## src/rtl/cpu_sequencer_pkg.sv

```systemverilog
// Shared encodings and instruction-class helpers for the CPU sequencer.
package cpu_sequencer_pkg;

  typedef enum logic [2:0] {
    S_IDLE,
    S_FETCH,
    S_DECODE,
    S_EXEC,
    S_MEM,
    S_WB,
    S_FAULT
  } state_t;

  localparam logic [3:0] OPC_JMP    = 4'b0011;
  localparam logic [3:0] OPC_ST     = 4'b1100;
  localparam logic [3:0] OPC_NOWB_A = 4'b1000;
  localparam logic [3:0] OPC_NOWB_B = 4'b0100;

  // Opcodes whose result lands in the register file (need a WB cycle).
  function automatic logic is_reg_write(input logic [3:0] opc);
    return (opc[3:2] != 2'b00) && (opc != OPC_NOWB_A) &&
           (opc != OPC_NOWB_B) && (opc != OPC_ST);
  endfunction

  // Flags are left alone by control-flow and store instructions.
  function automatic logic updates_flags(input logic [3:0] opc);
    return (opc != OPC_JMP) && (opc != OPC_ST);
  endfunction

endpackage

```

## src/rtl/cpu_sequencer_ack_timer.sv

```systemverilog
// Handshake wait counter shared by the fetch and store handshakes.
// expired flags the last permitted wait cycle: if the ack is still missing
// in that cycle, the counter has seen LIMIT non-ack cycles and the owner faults.
module cpu_sequencer_ack_timer #(
  parameter int LIMIT = 15
) (
  input  logic clk,
  input  logic rst,
  input  logic clr,
  input  logic inc,
  output logic expired
);

  localparam int CW = $clog2(LIMIT + 1);

  logic [CW-1:0] cnt;

  assign expired = (cnt == CW'(LIMIT - 1));

  // Count non-ack cycles; cleared on reset and on every state entry.
  always_ff @(posedge clk) begin
    if (rst || clr)            cnt <= '0;
    else if (inc && !expired)  cnt <= cnt + 1'b1;
  end

endmodule

```

## src/rtl/cpu_sequencer.sv

```systemverilog
// Multi-cycle control sequencer: owns PC, IR and flags and steps each
// instruction through FETCH/DECODE/EXEC/(MEM|WB) with memory handshakes.
module cpu_sequencer
  import cpu_sequencer_pkg::*;
#(
  parameter int ADDR_W      = 5,
  parameter int OPR_W       = 5,
  parameter int ACK_TIMEOUT = 15
) (
  input  logic              clk,
  input  logic              rst,
  input  logic              run,
  input  logic              halt_req,
  output logic              imem_req,
  input  logic              imem_ack,
  input  logic [3+OPR_W:0]  imem_rdata,
  output logic [ADDR_W-1:0] pc,
  output logic [3:0]        ir_opcode,
  output logic [OPR_W-1:0]  ir_operand,
  input  logic              alu_zf,
  input  logic              alu_sf,
  input  logic              alu_cf,
  output logic              zf,
  output logic              sf,
  output logic              cf,
  output logic              dmem_we,
  input  logic              dmem_ack,
  output logic              reg_we,
  output logic              busy,
  output logic              fault
);

  state_t state, nxt, boundary;
  logic   tmr_clr, tmr_inc, tmr_exp;
  logic   jmp_taken;

  cpu_sequencer_ack_timer #(.LIMIT(ACK_TIMEOUT)) u_timer (
    .clk     (clk),
    .rst     (rst),
    .clr     (tmr_clr),
    .inc     (tmr_inc),
    .expired (tmr_exp)
  );

  // Jump decision uses flags left by an earlier instruction.
  assign jmp_taken = (ir_opcode == OPC_JMP) && !zf && !sf;

  // State register.
  always_ff @(posedge clk) begin
    if (rst) state <= S_IDLE;
    else     state <= nxt;
  end

  // Next state and strobes; strobes are pure state decodes so they never overlap.
  always_comb begin
    nxt      = state;
    tmr_inc  = 1'b0;
    imem_req = 1'b0;
    dmem_we  = 1'b0;
    reg_we   = 1'b0;
    busy     = 1'b1;
    fault    = 1'b0;
    boundary = (halt_req || !run) ? S_IDLE : S_FETCH;
    case (state)
      S_IDLE: begin
        busy = 1'b0;
        if (run) nxt = S_FETCH;
      end
      S_FETCH: begin
        imem_req = 1'b1;
        tmr_inc  = !imem_ack;
        if (imem_ack)     nxt = S_DECODE;
        else if (tmr_exp) nxt = S_FAULT;
      end
      S_DECODE: nxt = S_EXEC;
      S_EXEC: begin
        if (ir_opcode == OPC_ST)        nxt = S_MEM;
        else if (is_reg_write(ir_opcode)) nxt = S_WB;
        else                            nxt = boundary;
      end
      S_MEM: begin
        dmem_we = 1'b1;
        tmr_inc = !dmem_ack;
        if (dmem_ack)     nxt = boundary;
        else if (tmr_exp) nxt = S_FAULT;
      end
      S_WB: begin
        reg_we = 1'b1;
        nxt    = boundary;
      end
      S_FAULT: begin
        busy  = 1'b0;
        fault = 1'b1;
      end
      default: nxt = S_IDLE;
    endcase
    tmr_clr = (nxt != state);
  end

  // Architectural registers: IR loads on fetch ack, PC/flags update in EXEC.
  always_ff @(posedge clk) begin
    if (rst) begin
      pc         <= '0;
      ir_opcode  <= '0;
      ir_operand <= '0;
      zf         <= 1'b0;
      sf         <= 1'b0;
      cf         <= 1'b0;
    end else begin
      case (state)
        S_FETCH: begin
          if (imem_ack) begin
            ir_opcode  <= imem_rdata[3+OPR_W:OPR_W];
            ir_operand <= imem_rdata[OPR_W-1:0];
          end
        end
        S_EXEC: begin
          if (updates_flags(ir_opcode)) begin
            zf <= alu_zf;
            sf <= alu_sf;
            cf <= alu_cf;
          end
          pc <= jmp_taken ? ADDR_W'(ir_operand) : pc + 1'b1;
        end
        default: ;
      endcase
    end
  end

endmodule

```

## config.mk

```make
export PLATFORM = sky130hd
export DESIGN_NAME = cpu_sequencer
export DESIGN_NICKNAME = d
export VERILOG_FILES = /design/src/rtl/cpu_sequencer_pkg.sv /design/src/rtl/cpu_sequencer_ack_timer.sv /design/src/rtl/cpu_sequencer.sv
export SDC_FILE = /design/constraint.sdc
export NUM_CORES = 1
export LEC_CHECK = 0
export CAP_MARGIN = 20
export CORE_ASPECT_RATIO = 0.5
export CORE_MARGIN = 2
export CORE_UTILIZATION = 43
export CTS_CLUSTER_DIAMETER = 60
export DETAILED_ROUTE_END_ITERATION = 6
export PLACE_DENSITY_LB_ADDON = 0.1
export SYNTH_ARGS = -nofsm -noshare
export SYNTH_HDL_FRONTEND = slang
export SYNTH_HIERARCHICAL = 1
export SYNTH_SLANG_ARGS = --single-unit
```

## constraint.sdc

```tcl
create_clock -name clk -period 1.7 [get_ports clk]
set_input_delay 0.51 -clock clk [delete_from_list [all_inputs] [get_ports clk]]
set_output_delay 0.51 -clock clk [all_outputs]
set_load 0.02 [all_outputs]
```

==> summary.txt <==
Floorplanning
  • Die Y: approximately 44 um
  • Die W: about 85 um
  • IO Pins: 40
  • Initial Utilization: 0.460
  • Placement row count: 14
  • Placeable Area: a little over 3000 sq um
  • Die ar.: about 3800 sq um

Critical path
  • WS Path Type: reg2out
  • Buf/Inv on CP: 3
  • Most frequent CP cell: buf_6
  • Required @ worst endpoint: ~1200 ps
  • CP arrival: 1240 ps
  • CP endpoint kind: output port
  • Crit path max fanout: 5
  • CP startpoint kind: flip-flop
  • Delay-heaviest family, CP: buffers and inverters
  • CP max stage delay: about 370 ps
  • Worst path slowest cell: dfxtp_4
  • Crit path cell chain: buf_6 > buf_6 > nor3b_4 > buf_4

Pwr
  • VDD IR max: 0.392 mV
  • PwrDens: between 600 and 700 nW/um^2
  • Pleak: about 0.90 nW

Cells and area
  • Ant diodes: 0
  • Core Util, Final: 0.705
  • Share of cells above drive strength 1: 0.384
  • Nets: 251
  • Design area: around 2200 sq um
  • Area Overhead vs Synth: 53.3%
  • Non-Filler Instances: ~270

STA
  • Hold WS: a little under 500 ps
  • Final Hold Viols: 0
  • Max Clk Rate: 570 MHz
  • Slew of the pin with the lowest slew margin: between 300 and 400 ps
  • Final worst-path cycle share: 1.03
  • Final-report setup violation count: 3
  • Rel. slew slack: 0.772
  • Final WS setup: -54.6 ps
  • Fin. max-slew vios: 0
  • Final clock skew: approximately 2.5 ps
  • RSZ-0062 raised after global routing: yes
  • Fin crit period: approximately 1800 ps
  • Setup TNS: -78.3 ps

Synth
  • Syn Nets: approximately 180
  • Seq cells post-synth: 24
  • Post-Synthesis Cells: about 160
  • Synth Area in Adders: 0.0266
  • Largest family of logic cells by synthesized area: simple AND/OR/NAND/NOR gates
  • Post-Syn Area per Cell: 8.65 sq um
  • Xor/xnor cell area share of the yosys netlist: 0
  • Netlist cell types: 52
  • Multiplexer area fraction after synthesis: 0.0213
  • Mapped cell area: between 1000 and 1500 sq um
  • Compound-Gate Fraction of Synth Area: 0.244
  • Ys Warns: 6
  • Ys flop type: dfxtp_1
  • Post-synthesis simple-gate area fraction: 0.319
  • Post-synthesis sequential area ratio: 0.341
  • FFs w/ async S/R, synth: 0
  • EDFF count, synth: 0

Routing
  • Vias: between 1000 and 1500
  • Drc violations: 0
  • Drt via density: 5.28
  • Final WL: approximately 3500 um
  • Routed wire per std cell: approximately 13 um
  • Initial DRC Count: 27
  • Pre-antenna DRT Iters: 4
  • Antenna viol nets, final: 0

Global route
  • Gr busiest metal: met2
  • Global-route wire length before repair: 5810 um
  • Largest net degree at the start of global routing: 16
  • GRT overflow: 0
  • Met1 GRT Util: 0.245
  • Met2 Track Usage GR: 0.339
  • Met3 Track Usage GR: 0.0504
  • GRT Util Overall: 0.191
  • Vias in the first global route: about 1300
  • Initial antenna violation count: 0

Placed design
  • Routability congestion estimate from global placement: between 0.9 and 1
  • Dpl hpwl: roughly 2500 um
  • Placed cells: between 200 and 300
  • Area after DPL: 2020 sq um
  • PortBufs: 39

Clock network
  • H-tree level count: 1
  • CTS tree: done
  • Clk_lat worst skew: roughly 270 ps
  • Hold_buf cts: 0
  • Clk slew on worst S/H paths: 80 ps
  • Root Driver: clkbuf_8
  • Clk buf depth: 2
  • Clock sinks: 24
  • Clock buffer count from CTS: 3

Status
  • Failing checks: setup timing
  • Status: complete, but fails checks

Flow run
  • Maxcap violations: 0

Min path
  • Worst min-delay path category: reg2reg
[cell usage after synthesis (2+ instances only)]
master,n,area share
dfxtp_1,24,0.34
a21oi_2,9,0.056
nand2_2,8,0.035
nor2b_1,3,0.013
mux2i_1,3,0.021
nand2b_1,2,0.0089
clkbuf_1,4,0.011
o21ai_1,6,0.021
nand2_1,19,0.051
and3_1,3,0.013
ha_1,3,0.027
nand3_1,6,0.021
nand4_1,2,0.0089
o21ai_0,3,0.011
a21oi_1,10,0.035
or2b_1,2,0.011
a21boi_1,2,0.011
o31ai_1,2,0.011
a211oi_2,3,0.027
buf_2,2,0.0071
inv_1,2,0.0053
nor2_1,15,0.040
[kinds of logic (layout without fill, tap and decap cells)]
kind of cell	after synthesis	in the layout
and+or+nand+nor	75	75
AOI/OAI and AO/OA	47	47
DFF	24	24
buffers and inverters	11	77
adders and majority gates	3	3
muxes	3	3
[registers in the layout, summed over array words and instances (netlist names)]
| signal | count |
|---|---|
| ir_operand | 5 |
| pc | 5 |
| cf | 1 |
| state | 3 |
| ir_opcode | 4 |
| u_timer/cnt | 4 |
| zf | 1 |
| sf | 1 |
[where the power goes]
group	switching [mW]	internal [mW]	total (mW)
combinational	0.149	0.160	0.308
sequential	0.0208	0.580	0.601
clock	0.184	0.315	0.498
total	0.353	1.05	1.41
[per-layer routing]
layer / routed length (um) / up-vias / part of all wire
met4: 0 / 0 / 0
met3: 142 / 0 / 0.041
li1: - / 714 / -
met5: 0 / - / 0
met1: 1710 / 679 / 0.49
met2: 1650 / 27 / 0.47
[what timing repair did]
item                       CTS  global route
gates resized for setup     56             9
setup endpoints to repair   26            19
cloned                       0             0
pin swaps                    9            10
setup buffers                3             0
[placed cells by master, fill, tap and decap left out, types with 2 or more instances in the layout]
| cell type | synthesis | layout |
|---|---|---|
| and3_1 | 3 | 3 |
| buf_6 | 1 | 5 |
| or2b_1 | 2 | 2 |
| a21oi_2 | 9 | 9 |
| o21ai_0 | 3 | 2 |
| nor2_1 | 15 | 13 |
| clkbuf_8 | 0 | 3 |
| dfxtp_2 | 0 | 3 |
| nand3_1 | 6 | 6 |
| dfxtp_1 | 24 | 20 |
| a21oi_1 | 10 | 10 |
| clkdlybuf4s50_1 | 0 | 13 |
| nor2b_1 | 3 | 3 |
| nand4_1 | 2 | 2 |
| nor2_2 | 1 | 3 |
| o21ai_1 | 6 | 7 |
| ha_1 | 3 | 2 |
| nand2b_1 | 2 | 2 |
| dlygate4sd2_1 | 0 | 20 |
| nand2_2 | 8 | 8 |
| a211oi_2 | 3 | 3 |
| nand2_1 | 19 | 18 |
| clkdlybuf4s15_2 | 0 | 2 |
| mux2i_1 | 3 | 3 |
| inv_2 | 1 | 2 |
| buf_4 | 0 | 29 |
[cell type report]
| class | instances | area [sq um] |
|---|---|---|
| Multi-Input combinational cell | 128 | 930 |
| Fill cell | 251 | 903 |
| Timing Repair Buffer | 70 | 612 |
| Sequential cell | 24 | 488 |
| Tap cell | 40 | 50.0 |
| Clock buffer | 3 | 41.3 |
| Clock inverter | 1 | 30.0 |
| Inverter | 3 | 11.3 |
[worst register-to-register path: cells and delay by family (launching register included)]
kind	cells	cell delay [ps]
flops	1	370
simple gates	3	460
compound gates	3	410
buf+inv	3	380
[final timing paths]
check	from	to	slack (ps)	depth (start not counted)
max	state[1]	imem_req	-50	4
min reg2reg	ir_operand[4]	ir_operand[4]	480	2
min	ir_operand[4]	ir_operand[4]	480	2
max reg2reg	state[1]	u_timer/cnt[3]	-20	9
[metrics by stage]
stage	power (mW)	worst slack (ps)
4_1_cts	1.41	-77.0
5_1_grt	1.46	-131
2_1_floorplan	0.759	10.0
3_3_place_gp	0.899	-493
6_report	1.41	-54.6
3_5_place_dp	0.903	-509
Power figures use the tool's default switching activity.
